===== src/rtl/rr_mux_arbiter_pkg.sv =====
// rr_mux_arbiter_pkg: shared encodings, requester count and the round-robin search helper.
`default_nettype none

package rr_mux_arbiter_pkg;

  localparam int NUM_REQ = 4;

  typedef enum logic [0:0] {
    IDLE  = 1'b0,
    GRANT = 1'b1
  } arb_state_t;

  typedef struct packed {
    logic       found;
    logic [1:0] idx;
  } pick_t;

  // First requester at or after ptr (mod 4); the descending loop lets the lowest offset win.
  function automatic pick_t rr_pick(input logic [3:0] req, input logic [1:0] ptr);
    pick_t      p;
    logic [1:0] cand;
    p = '0;
    for (int k = NUM_REQ - 1; k >= 0; k--) begin
      cand = ptr + 2'(k);
      if (req[cand]) begin
        p.found = 1'b1;
        p.idx   = cand;
      end
    end
    return p;
  endfunction

endpackage

`default_nettype wire


===== src/rtl/rr_mux_arbiter_mux_key.sv =====
// MuxKey: key-matched lookup mux over a packed {key, data} table; default_out when no key matches.
`default_nettype none

module MuxKey #(
  parameter int NR_KEY   = 4,
  parameter int KEY_LEN  = 2,
  parameter int DATA_LEN = 2
) (
  output logic [DATA_LEN-1:0]                  out,
  input  logic [KEY_LEN-1:0]                   key,
  input  logic [DATA_LEN-1:0]                  default_out,
  input  logic [NR_KEY*(KEY_LEN+DATA_LEN)-1:0] lut
);

  localparam int PAIR_LEN = KEY_LEN + DATA_LEN;

  logic [KEY_LEN-1:0]  key_list  [NR_KEY];
  logic [DATA_LEN-1:0] data_list [NR_KEY];

  generate
    for (genvar n = 0; n < NR_KEY; n++) begin : g_pair
      assign data_list[n] = lut[PAIR_LEN*n +: DATA_LEN];
      assign key_list[n]  = lut[PAIR_LEN*n + DATA_LEN +: KEY_LEN];
    end
  endgenerate

  always_comb begin
    out = default_out;
    for (int n = 0; n < NR_KEY; n++) begin
      if (key == key_list[n]) out = data_list[n];
    end
  end

endmodule

`default_nettype wire


===== src/rtl/rr_mux_arbiter.sv =====
// rr_mux_arbiter: 4-way round-robin arbiter with burst limit, driving a keyed 4:1 data mux.
`default_nettype none

module rr_mux_arbiter
  import rr_mux_arbiter_pkg::*;
#(
  parameter int MAX_BURST = 4,
  parameter int DATA_LEN  = 2
) (
  input  logic                clk,
  input  logic                rst,
  input  logic [3:0]          req,
  input  logic [DATA_LEN-1:0] din0,
  input  logic [DATA_LEN-1:0] din1,
  input  logic [DATA_LEN-1:0] din2,
  input  logic [DATA_LEN-1:0] din3,
  input  logic                out_ready,
  output logic                out_valid,
  output logic [DATA_LEN-1:0] out_data,
  output logic [3:0]          gnt,
  output logic [1:0]          sel,
  output logic                busy
);

  arb_state_t    state, state_nxt;
  logic [1:0]    ptr, ptr_nxt, sel_nxt;
  logic [3:0]    gnt_nxt;
  logic [3:0]    beat, beat_nxt;
  logic          xfer, rel;
  pick_t         pick_idle, pick_rel;
  logic [DATA_LEN-1:0] mux_out;

  assign busy      = (state == GRANT);
  assign out_valid = busy & req[sel];
  assign xfer      = out_valid & out_ready;
  assign rel       = busy & (~req[sel] | (xfer & (beat == 4'(MAX_BURST - 1))));

  assign pick_idle = rr_pick(req, ptr);
  // The releasing requester is masked, so a lone requester is re-granted via one IDLE cycle.
  assign pick_rel  = rr_pick(req & ~gnt, sel + 2'd1);

  always_comb begin
    state_nxt = state;
    ptr_nxt   = ptr;
    sel_nxt   = sel;
    gnt_nxt   = gnt;
    beat_nxt  = beat;
    unique case (state)
      IDLE: begin
        if (pick_idle.found) begin
          state_nxt = GRANT;
          sel_nxt   = pick_idle.idx;
          gnt_nxt   = 4'b0001 << pick_idle.idx;
          beat_nxt  = '0;
        end
      end
      GRANT: begin
        if (rel) begin
          ptr_nxt  = sel + 2'd1;
          beat_nxt = '0;
          if (pick_rel.found) begin
            sel_nxt = pick_rel.idx;
            gnt_nxt = 4'b0001 << pick_rel.idx;
          end else begin
            state_nxt = IDLE;
            gnt_nxt   = '0;
          end
        end else if (xfer) begin
          beat_nxt = beat + 4'd1;
        end
      end
      default: state_nxt = IDLE;
    endcase
  end

  always_ff @(posedge clk) begin
    if (rst) begin
      state <= IDLE;
      ptr   <= '0;
      sel   <= '0;
      gnt   <= '0;
      beat  <= '0;
    end else begin
      state <= state_nxt;
      ptr   <= ptr_nxt;
      sel   <= sel_nxt;
      gnt   <= gnt_nxt;
      beat  <= beat_nxt;
    end
  end

  MuxKey #(
    .NR_KEY  (NUM_REQ),
    .KEY_LEN (2),
    .DATA_LEN(DATA_LEN)
  ) u_mux (
    .out        (mux_out),
    .key        (sel),
    .default_out({DATA_LEN{1'b0}}),
    .lut        ({2'd3, din3, 2'd2, din2, 2'd1, din1, 2'd0, din0})
  );

  assign out_data = (|gnt) ? mux_out : '0;

endmodule

`default_nettype wire


===== config.mk =====
export PLATFORM = sky130hd
export DESIGN_NAME = rr_mux_arbiter
export DESIGN_NICKNAME = d
export VERILOG_FILES = /design/src/rtl/rr_mux_arbiter_pkg.sv /design/src/rtl/rr_mux_arbiter_mux_key.sv /design/src/rtl/rr_mux_arbiter.sv
export SDC_FILE = /design/constraint.sdc
export NUM_CORES = 1
export LEC_CHECK = 0
export ABC_CLOCK_PERIOD_IN_PS = 6140
export BUFFER_PORTS_ARGS = -buffer_cell sky130_fd_sc_hd__clkbuf_2
export CAP_MARGIN = 0
export CORE_MARGIN = 4
export CORE_UTILIZATION = 60
export CTS_BUF_LIST = sky130_fd_sc_hd__clkbuf_8
export CTS_CLUSTER_DIAMETER = 60
export DETAILED_ROUTE_END_ITERATION = 6
export GPL_ROUTABILITY_DRIVEN = 0
export PLACE_DENSITY_LB_ADDON = 0.15
export SLEW_MARGIN = 20
export SYNTH_ARGS = -nofsm -noshare
export SYNTH_HDL_FRONTEND = slang
export SYNTH_HIERARCHICAL = 1
export SYNTH_SLANG_ARGS = --single-unit

===== constraint.sdc =====
create_clock -name clk -period 6.14 [get_ports clk]
set_input_delay 0.307 -clock clk [delete_from_list [all_inputs] [get_ports clk]]
set_output_delay 0.307 -clock clk [all_outputs]
set_load 0.1 [all_outputs]

==> out/results.ini, run 1 <==
[floorplan]
initial_core_util = 0.6563
die_area_um2 = 2745
rows = 15
die_y_um = 52.39
io_pins = 25
die_w_um = 52.39
core_area_um2 = 1802

[placement]
pre_cts_slack_ns = 3.855
hpwl_um = 2127
port_buffers = 24

[clocking]
root_buffer = clkbuf_8
clock_sinks = 13
cts_buffer_depth = 2
insertion_delay_ns = 0.24
cts_buffers = 3
cts_tree = built
cts_hold_buf = 0
htreeDepth = 1
cts_resized = 0
path_clk_slew_ns = 0.06
cts_setup_buffers = 0

[critical_path]
cp.required_ns = 5.83
startpoint_type = flip-flop
path_class = flip-flop to output pin
crit_arrival_ns = 2.22
critical_path.max_fanout = 14
end_kind = output pin

[logic_synthesis]
ys_ff_latch = 13
yosysWarnings = 6
syn-instance-count = 137
syn_area_um2 = 1182
avgSynthCellArea_um2 = 8.631
ys_seq_area_frac = 0.2201
synth_cell_type_count = 52

[timing]
final.setup.tns_ns = 0
fmax_mhz = 395.4
hold_viol_final = 0
maxSlewViolCount = 0
finalCritPeriodShare = 0.4119
setup_viol = 0
maxSlewHeadroom = 0.6036
skew_ns = 0.005066
fin_ws_ns = 3.611
min_period_ns = 2.529
rsz0062_at_grt = false
tightest_slew_ns = 0.5938

[global_route]
antenna_found_initial = 0
grt_max_degree = 15
grt_pass1_wl_um = 4498
track_usage = 0.2150
grt-ovfl-total = 0
first_global_vias = 1101

[route]
drt-wirelength-per-cell_um = 14.31
drc = 0
first_pass_iters = 4
vias_per_cell = 6.089
first_iter_violations = 31
dr_total_vias = 1169
wl_um = 2748
ant_nets = 0

[outcome]
status = finished clean

[finish]
final_common_cell = clkbuf_2
fin_nets = 184
mostFrequentLayoutCells = 24 x clkbuf_2, 13 x dfxtp_1, 10 x conb_1
area_growth_pct = 14.29
antennaDiodeCount = 0
drive_gt1_frac = 0.2575

[pwr]
power.density_nw_per_um2 = 328.8
vdd_drop_max_v = 0.0002406
p_leak_nw = 0.5347

[hold_path]
hold_path_class = input port to flip-flop

[run]
drv_cap = 0

-- registers in the layout (all words and copies together), names as in the netlist --
register	count
beat	4
busy	1
gnt	4
ptr	2
sel	2
-- cell usage after synthesis, drive strengths merged --
cell | count | area share
a311oi | 5 | 0.037
a22oi | 3 | 0.019
clkbuf | 1 | 0.012
xnor2 | 8 | 0.059
xor2 | 4 | 0.030
o21bai | 1 | 0.0064
mux4 | 1 | 0.019
maj3 | 1 | 0.0095
nand2b | 4 | 0.021
o22a | 1 | 0.0074
nor4 | 3 | 0.016
buf | 4 | 0.030
and2 | 3 | 0.019
o31ai | 3 | 0.019
o21a | 1 | 0.0064
o22ai | 1 | 0.0053
or3 | 3 | 0.016
nand3b | 2 | 0.013
nand2 | 4 | 0.013
or4 | 2 | 0.016
or2 | 1 | 0.0053
and3 | 1 | 0.0095
or4bb | 1 | 0.0095
nand3 | 2 | 0.0085
a211oi | 9 | 0.061
conb | 2 | 0.0064
a21boi | 2 | 0.013
nor3 | 10 | 0.055
a2111oi | 1 | 0.023
nor2b | 5 | 0.026
o311a | 3 | 0.028
mux2i | 2 | 0.017
nor3b | 3 | 0.019
o31a | 1 | 0.0074
dfxtp | 13 | 0.22
a21oi | 6 | 0.025
inv | 4 | 0.013
ha | 1 | 0.011
dlygate4sd1 | 1 | 0.0074
nor2 | 12 | 0.049
and2b | 1 | 0.0064
a211o | 1 | 0.0074
-- per-layer routing --
layer | part of all wire | GRT usage
met2 | 0.49 | 0.3864
met3 | 0.062 | 0.03704
met5 | 0 | 0
met4 | 0.013 | 0.08511
met1 | 0.44 | 0.2483
-- worst max-delay path, stage by stage, from the launching register on --
cell and delay, ns:
dfxtp_1 0.70, xnor2_1 0.20, and2_1 0.17, a311oi_1 0.05, o31ai_1 0.24, nor2b_1 0.16, clkbuf_2 0.46
-- kinds of logic (layout without fill, tap and decap cells) --
kind of cell               after synthesis  in the layout  share of synthesized area
adders and majority gates                2              2                    0.02010
DFF                                     13             13                     0.2201
xor gates and xnor gates                12             12                    0.08889
muxes                                    3              3                    0.03598
buffers and inverters                   10             32                    0.06137
and+or+nand+nor                         57             57                     0.3016
AOI/OAI and AO/OA                       38             38                     0.2656
other                                    2             10                   0.006352
-- power breakdown --
part / internal [mW] / switching, mW / total (mW) / leakage, nW
logic: 0.0729 / 0.178 / 0.251 / 0.401
registers: 0.0949 / 0.0226 / 0.117 / 0.107
clock network: 0.0442 / 0.0314 / 0.0755 / 0.0269
total: 0.212 / 0.232 / 0.444 / 0.535
-- stage by stage --
stage	power (mW)	std cells	hold slack, ns	area [µm²]	utilization
3_3_place_gp	0.3618	188	0.5246	1306	0.7250
3_5_place_dp	0.3684	188	0.5246	1306	0.7250
5_1_grt	0.4667	192	0.4811	1351	0.7500
6_report	0.4443	192	0.4558	1351	0.7500
2_1_floorplan	0.3351	145	0.3791	1212	-
4_1_cts	0.4442	192	0.4604	1351	0.7500
-- final cells by class --
cell class                 instances  area (µm²)
tap                               25       31.28
inverter                           4       15.01
fill                             144       450.4
sequential                        13       260.3
clock buffer                       3       41.29
multi-input combinational        122       879.6
timing repair buffer              24       120.1
clock inverter                     1       3.754
-- worst paths after layout --
| check | start | to | slack (ns) | cells after the start |
|---|---|---|---|---|
| max | sel[0] | out_data[1] | 3.61 | 6 |
| min | rst | gnt[3] | 0.46 | 2 |
| max reg2reg | sel[0] | sel[1] | 3.90 | 5 |
| min reg2reg | ptr[0] | ptr[0] | 0.53 | 2 |
Note: power is estimated with default switching activity, not from simulation.
==> inputs of run 2 (changes only) <==
--- a/config.mk
+++ b/config.mk
@@ -5,11 +5,12 @@
 export SDC_FILE = /design/constraint.sdc
 export NUM_CORES = 1
 export LEC_CHECK = 0
-export ABC_CLOCK_PERIOD_IN_PS = 6140
+export ABC_AREA = 1
+export ABC_CLOCK_PERIOD_IN_PS = 2600
 export BUFFER_PORTS_ARGS = -buffer_cell sky130_fd_sc_hd__clkbuf_2
 export CAP_MARGIN = 0
 export CORE_MARGIN = 4
-export CORE_UTILIZATION = 60
+export CORE_UTILIZATION = 58
 export CTS_BUF_LIST = sky130_fd_sc_hd__clkbuf_8
 export CTS_CLUSTER_DIAMETER = 60
 export DETAILED_ROUTE_END_ITERATION = 6
==> constraint.sdc (replaced) <==
create_clock -name clk -period 2.6 [get_ports clk]
set_input_delay 0.13 -clock clk [delete_from_list [all_inputs] [get_ports clk]]
set_output_delay 0.13 -clock clk [all_outputs]
set_load 0.1 [all_outputs]
==> out/results.ini, run 2 <==
[outcome]
status = finished clean  ; unchanged

[critical_path]
worstReg2RegEnd = sel[0]  ; was sel[1]
r2r_setup_slack_ns = 0.78  ; was 3.90 ns
critical_path.max_fanout = 19  ; was 14
end_kind = output pin  ; unchanged
r2r_cells = 13  ; was 5
crit_arrival_ns = 1.97  ; was 2.22 ns
startpoint_type = flip-flop  ; unchanged
timing.rr.start = sel[0]  ; unchanged
cp.required_ns = 2.47  ; was 5.83 ns
path_class = flip-flop to output pin  ; unchanged

[floorplan]
die_y_um = 56.65  ; was 52.39 µm
io_pins = 25  ; unchanged
core_area_um2 = 2233  ; was 1802 µm²
die_w_um = 56.65  ; was 52.39 µm
initial_core_util = 0.6146  ; was 0.6563
die_area_um2 = 3209  ; was 2745 µm²
rows = 17  ; was 15

[finish]
fin_nets = 317  ; was 184
top_regs = beat (4), gnt (4)  ; unchanged
fill_cells = 211  ; was 144
final_common_cell = nand2_1  ; was clkbuf_2
area_growth_pct = 17.05  ; was 14.29%
register_area_um2 = 262.8  ; was 260.3 µm²
drive_gt1_frac = 0.1467  ; was 0.2575
antennaDiodeCount = 0  ; unchanged
multi_input_area_um2 = 974.7  ; was 879.6 µm²
mostFrequentLayoutCells = 106 x nand2_1, 43 x inv_1, 30 x nand3_1  ; was 24 x clkbuf_2, 13 x dfxtp_1, 10 x conb_1

[route]
ant_nets = 0  ; unchanged
drc = 0  ; unchanged
wl_um = 3218  ; was 2748 µm
vias_per_cell = 4.841  ; was 6.089
drt-wirelength-per-cell_um = 9.811  ; was 14.31 µm
first_pass_iters = 4  ; unchanged
first_iter_violations = 53  ; was 31
dr_total_vias = 1588  ; was 1169

[logic_synthesis]
synth_area_leaders = nand2_1 29%, dfxtp_1 19%, inv_1 11%, nand3_1 11%, nor2_1 6.3%  ; was dfxtp_1 22%, xnor2_1 5.9%, a211oi_1 5.1%, a311oi_1 3.7%, nor3_1 3.0%
synthMuxAreaShare = 0  ; was 0.03598
avgSynthCellArea_um2 = 5.219  ; was 8.631 µm²
synth_fa_ha_area_frac = 0.009116  ; was 0.02011
synth_ff_type = dfxtp_1  ; unchanged
yosysWarnings = 6  ; unchanged
synthArstFlopShare = 0  ; unchanged
synth_xor_xnor_area_share = 0.04376  ; was 0.08889
synth_top_area_frac = 0.2899  ; was 0.2201
synth_cell_type_count = 26  ; was 52
ys_ff_latch = 13  ; unchanged
syn-instance-count = 263  ; was 137
synth_edf_count = 0  ; unchanged
synth_commonest_cells = 106 x nand2_1, 42 x inv_1, 30 x nand3_1, 23 x nor2_1, 13 x dfxtp_1  ; was 13 x dfxtp_1, 9 x nor2_1, 8 x a211oi_1, 8 x xnor2_1, 7 x nor3_1
yosys.area_share.simple = 0.5369  ; was 0.3016
ys_seq_area_frac = 0.1896  ; was 0.2201
synth.most_common_cell = nand2_1  ; was dfxtp_1
syn_area_um2 = 1373  ; was 1182 µm²
synth_top_cell_by_area = nand2_1  ; was dfxtp_1
synth-compound-area-share = 0.07475  ; was 0.2656
synth_top_family_by_area = simple AND/OR/NAND/NOR gates  ; unchanged

[clocking]
cts_buffer_depth = 2  ; unchanged
cts_buffers = 3  ; unchanged
cts_resized = 0  ; unchanged
insertion_delay_ns = 0.25  ; was 0.24 ns
cts_tree = built  ; unchanged
root_buffer = clkbuf_8  ; unchanged
cts_setup_buffers = 0  ; unchanged
cts_hold_buf = 0  ; unchanged
path_clk_slew_ns = 0.06  ; about the same
htreeDepth = 1  ; unchanged
clock_sinks = 13  ; unchanged

[timing]
fin_ws_ns = 0.5010  ; was 3.611 ns
rsz0062_at_grt = false  ; unchanged
setup_viol = 0  ; unchanged
final.setup.tns_ns = 0  ; unchanged
maxSlewViolCount = 0  ; unchanged
fmax_mhz = 476.4
skew_ns = 0.007181  ; was 0.005066 ns
hold_viol_final = 0  ; unchanged
finalCritPeriodShare = 0.8073
tightest_slew_ns = 0.5394  ; was 0.5938 ns
maxSlewHeadroom = 0.6419  ; was 0.6036
min_period_ns = 2.099

[placement]
hpwl_um = 2477  ; was 2127 µm
pre_cts_slack_ns = 0.7794  ; was 3.855 ns
port_buffers = 24  ; unchanged

[hold_path]
holdCritStartpoint = rst  ; unchanged
hold_path_depth = 2  ; unchanged
min_to = busy  ; was gnt[3]
hold_path_class = input port to flip-flop  ; unchanged

[global_route]
antenna_found_initial = 0  ; unchanged
grt_max_degree = 20  ; was 15
grt-ovfl-total = 0  ; unchanged
grt_pass1_wl_um = 5513  ; was 4498 µm
track_usage = 0.2119  ; was 0.2150
first_global_vias = 1366  ; was 1101

[run]
drv_cap = 0  ; unchanged

==> run 2: how the worst max path moves through the flow <==
| stage | start | slack, ns | end | cells after the start |
|---|---|---|---|---|
| after floorplan | busy | 0.03 | sel[1] | 10 |
| after global placement | sel[0] | 0.80 | out_data[1] | 11 |
| after detailed placement | sel[0] | 0.78 | out_data[1] | 11 |
| after CTS | sel[0] | 0.50 | out_data[1] | 11 |
| after global routing | sel[0] | 0.34 | out_data[0] | 11 |
| final | sel[0] | 0.50 | out_data[1] | 10 |
==> run 2: cell type report <==
type / instances / area share
multi-input combinational: 214 / 0.6067
sequential: 13 / 0.1636
inverter: 45 / 0.1051
timing repair buffer: 24 / 0.07477
clock buffer: 3 / 0.02570
tap: 28 / 0.02181
clock inverter: 1 / 0.002336
==> run 2: critical path, stage by stage (launching register included) <==
cell and delay, ns:
dfxtp_2 0.43, xnor2_1 0.31, nand2_1 0.13, nand2_1 0.09
inv_1 0.04, nand2_1 0.05, nand2_1 0.04, nand2_1 0.05
inv_1 0.04, nor2_2 0.08, clkbuf_2 0.45
==> run 2: logic make-up (layout without fill, tap and decap cells) <==
family,count (synthesis),in the layout
and+or+nand+nor,173,173
buffers and inverters,48,73
AOI/OAI and AO/OA,20,20
DFF,13,13
xor gates and xnor gates,6,6
other,2,14
adders and majority gates,1,1
==> run 2: metrics by stage <==
step	utilization	hold slack, ns	instances	cell area (µm²)
after floorplan	-	0.1991	275	1430
after global placement	0.6992	0.3389	324	1562
after detailed placement	0.6992	0.3322	324	1562
after CTS	0.7193	0.07096	328	1607
after global routing	0.7193	0.09554	328	1607
final	0.7193	0.07341	328	1607
==> run 2: metal layers <==
metal,vias to the layer above,track usage,share of wire
met3,5,0.02069,0.044
li1,869,-,-
met5,-,0,0
met1,672,0.2803,0.46
met4,0,0.1017,0.015
met2,42,0.3416,0.48
Power of run 2 is not shown: default switching activity piles up to over one toggle a cycle in this logic, so the estimate is an artifact.
==> inputs of run 3 (changes only) <==
--- a/config.mk
+++ b/config.mk
@@ -6,11 +6,11 @@
 export NUM_CORES = 1
 export LEC_CHECK = 0
 export ABC_AREA = 1
-export ABC_CLOCK_PERIOD_IN_PS = 2600
+export ABC_CLOCK_PERIOD_IN_PS = 1900
 export BUFFER_PORTS_ARGS = -buffer_cell sky130_fd_sc_hd__clkbuf_2
 export CAP_MARGIN = 0
 export CORE_MARGIN = 4
-export CORE_UTILIZATION = 58
+export CORE_UTILIZATION = 52
 export CTS_BUF_LIST = sky130_fd_sc_hd__clkbuf_8
 export CTS_CLUSTER_DIAMETER = 60
 export DETAILED_ROUTE_END_ITERATION = 6
==> constraint.sdc (replaced) <==
create_clock -name clk -period 1.9 [get_ports clk]
set_input_delay 0.095 -clock clk [delete_from_list [all_inputs] [get_ports clk]]
set_output_delay 0.095 -clock clk [all_outputs]
set_load 0.1 [all_outputs]
==> out/results.ini, run 3 (same netlist as run 2, synthesis figures left out) <==
[placement]
port_buffers = 24  ; unchanged
dp_cells = 326  ; was 324
pre_cts_slack_ns = 0.2678  ; was 0.7794 ns
hpwl_um = 2632  ; was 2477 µm
dpl_cell_area_um2 = 1639  ; was 1562 µm²

[critical_path]
r2r_setup_slack_ns = 0.20  ; was 0.78 ns
worstReg2RegEnd = sel[1]  ; was sel[0]
critical_path.max_fanout = 15  ; was 19
timing.rr.start = sel[0]  ; unchanged
crit_start = sel[0]  ; unchanged
startpoint_type = flip-flop  ; unchanged
cp_cell_sequence = xnor2_1 -> nand2_1 -> nand2_1 -> inv_1 -> nand2_1 -> nand2_1 -> nand2_1 -> inv_1 -> nor2_2 -> buf_12  ; was xnor2_1 -> nand2_1 -> nand2_1 -> inv_1 -> nand2_1 -> nand2_1 -> nand2_1 -> inv_1 -> nor2_2 -> clkbuf_2
cp_common_cell = nand2_1  ; unchanged
path_class = flip-flop to output pin  ; unchanged
cp_slowest_cell = dfxtp_4  ; was clkbuf_2
slowest_delay_ns = 0.41  ; was 0.45 ns
r2r_cells = 11  ; was 13
cp.required_ns = 1.80  ; was 2.47 ns
crit_arrival_ns = 1.67  ; was 1.97 ns
end_kind = output pin  ; unchanged

[finish]
final_area_um2 = 1723  ; was 1607 µm²
mostFrequentLayoutCells = 99 x nand2_1, 39 x inv_1, 28 x nand3_1  ; was 106 x nand2_1, 43 x inv_1, 30 x nand3_1
antennaDiodeCount = 0  ; unchanged
final_core_util = 0.6892  ; was 0.7193
fill_cells = 235  ; was 211
top_regs = beat (4), gnt (4)  ; unchanged
drive_gt1_frac = 0.2230  ; was 0.1467
stdcell_count = 335  ; was 328
fin_nets = 322  ; was 317
area_growth_pct = 25.52  ; was 17.05%
final_common_cell = nand2_1  ; unchanged

[route]
first_pass_iters = 4  ; unchanged
drt-wirelength-per-cell_um = 9.881  ; was 9.811 µm
first_iter_violations = 86  ; was 53
drc = 0  ; unchanged
wl_um = 3310  ; was 3218 µm
ant_nets = 0  ; unchanged
vias_per_cell = 4.645  ; was 4.841
dr_total_vias = 1556  ; was 1588

[pwr]
p_leak_nw = 0.9923
power.switching_mw = 2.071
clockPowerShare = 0.076
power_mw = 3.344
p_sw_frac = 0.6195
seqPwrFrac = 0.163
power.density_nw_per_um2 = 1941
vdd_drop_max_v = 0.002438
internal_power_mw = 1.272
comb_power_share = 0.761

[floorplan]
io_pins = 25  ; unchanged
die_area_um2 = 3525  ; was 3209 µm²
initial_core_util = 0.5490  ; was 0.6146
core_area_um2 = 2500  ; was 2233 µm²
die_y_um = 59.38  ; was 56.65 µm
rows = 18  ; was 17
die_w_um = 59.38  ; was 56.65 µm

[clocking]
insertion_delay_ns = 0.25  ; about the same
cts_buffer_depth = 2  ; unchanged
htreeDepth = 1  ; unchanged
cts_tree = built  ; unchanged
cts_buffers = 3  ; unchanged
root_buffer = clkbuf_8  ; unchanged
clock_sinks = 13  ; unchanged
path_clk_slew_ns = 0.06  ; about the same

[hold_path]
min_to = busy  ; unchanged
holdCritStartpoint = rst  ; unchanged
hold_path_depth = 2  ; unchanged
hold_path_class = input port to flip-flop  ; unchanged

[run]
drv_cap = 0  ; unchanged

[timing]
hold_viol_final = 0  ; unchanged
finalCritPeriodShare = 0.9281
maxSlewHeadroom = 0.6394  ; was 0.6419
setup_viol = 0  ; unchanged
fmax_mhz = 567.1
maxSlewViolCount = 0  ; unchanged
tightest_slew_ns = 0.5431  ; was 0.5394 ns
final.setup.tns_ns = 0  ; unchanged
fin_ws_ns = 0.1366  ; was 0.5010 ns
min_period_ns = 1.763
holdWs_ns = 0.04463  ; was 0.07341 ns
skew_ns = 0.003439  ; was 0.007181 ns

[global_route]
grt_pass1_wl_um = 5602  ; was 5513 µm
first_global_vias = 1345  ; was 1366
grt-ovfl-total = 0  ; unchanged
track_usage = 0.2030  ; was 0.2119
antenna_found_initial = 0  ; unchanged
grt_use_met1 = 0.2781  ; was 0.2803
met2_usage = 0.3245  ; was 0.3416
top_usage_layer = met2  ; unchanged
grt_max_degree = 20  ; unchanged
use_met3 = 0.05447  ; was 0.02069

[outcome]
status = finished clean  ; unchanged

run 3: changes by cell type in the layout (fill, tap and decap cells not counted), sizes merged:
| cell | change |
|---|---|
| clkbuf | -2 |
| buf | +7 |
| clkinv | +1 |
| inv | -1 |
run 3: how the worst max path moves through the flow:
stage                     slack [ns]  depth (start not counted)           to
after floorplan                -0.14                          9  out_data[0]
after global placement          0.26                         10       sel[1]
after detailed placement        0.27                         12       sel[1]
after CTS                       0.11                         10  out_data[0]
after global routing          -0.005                         10  out_data[0]
final                           0.14                         10  out_data[0]
run 3: worst max-delay path, delay by kind of cell, from the launching register on:
kind                   cells  cell delay (ns)
buffers and inverters      3             0.26
flip-flops                 1             0.41
AND/OR/NAND/NOR            6             0.49
XOR/XNOR                   1             0.26
run 3: power groups by stage:
stage               clock network (mW)  logic, mW  registers (mW)
detailed placement                   0       2.45           0.562
global placement                     0       2.46           0.561
global route                     0.270       2.80           0.569
CTS                              0.251       2.47           0.555
floorplan                            0       1.62           0.925
finish                           0.253       2.55           0.546
run 3: timing repair:
item	CTS	global route
hold buffers	0	0
setup endpoints to repair	0	2
resized for setup	0	0
buffers inserted	0	5
run 3: area by class of cell:
cell class / instances / area, µm² / area share
Timing Repair Buffer: 29 / 187.7 / 0.1089
Tap cell: 30 / 37.54 / 0.02179
Clock buffer: 3 / 41.29 / 0.02397
Sequential cell: 13 / 276.5 / 0.1605
Multi-Input combinational cell: 214 / 1006 / 0.5839
Inverter: 45 / 168.9 / 0.09804
Clock inverter: 1 / 5.005 / 0.002905
run 3: routing by layer:
layer | vias to the layer above | share of wire
met3 | 2 | 0.050
li1 | 868 | -
met5 | - | 0
met4 | 0 | 0.0036
met2 | 28 | 0.45
met1 | 658 | 0.50
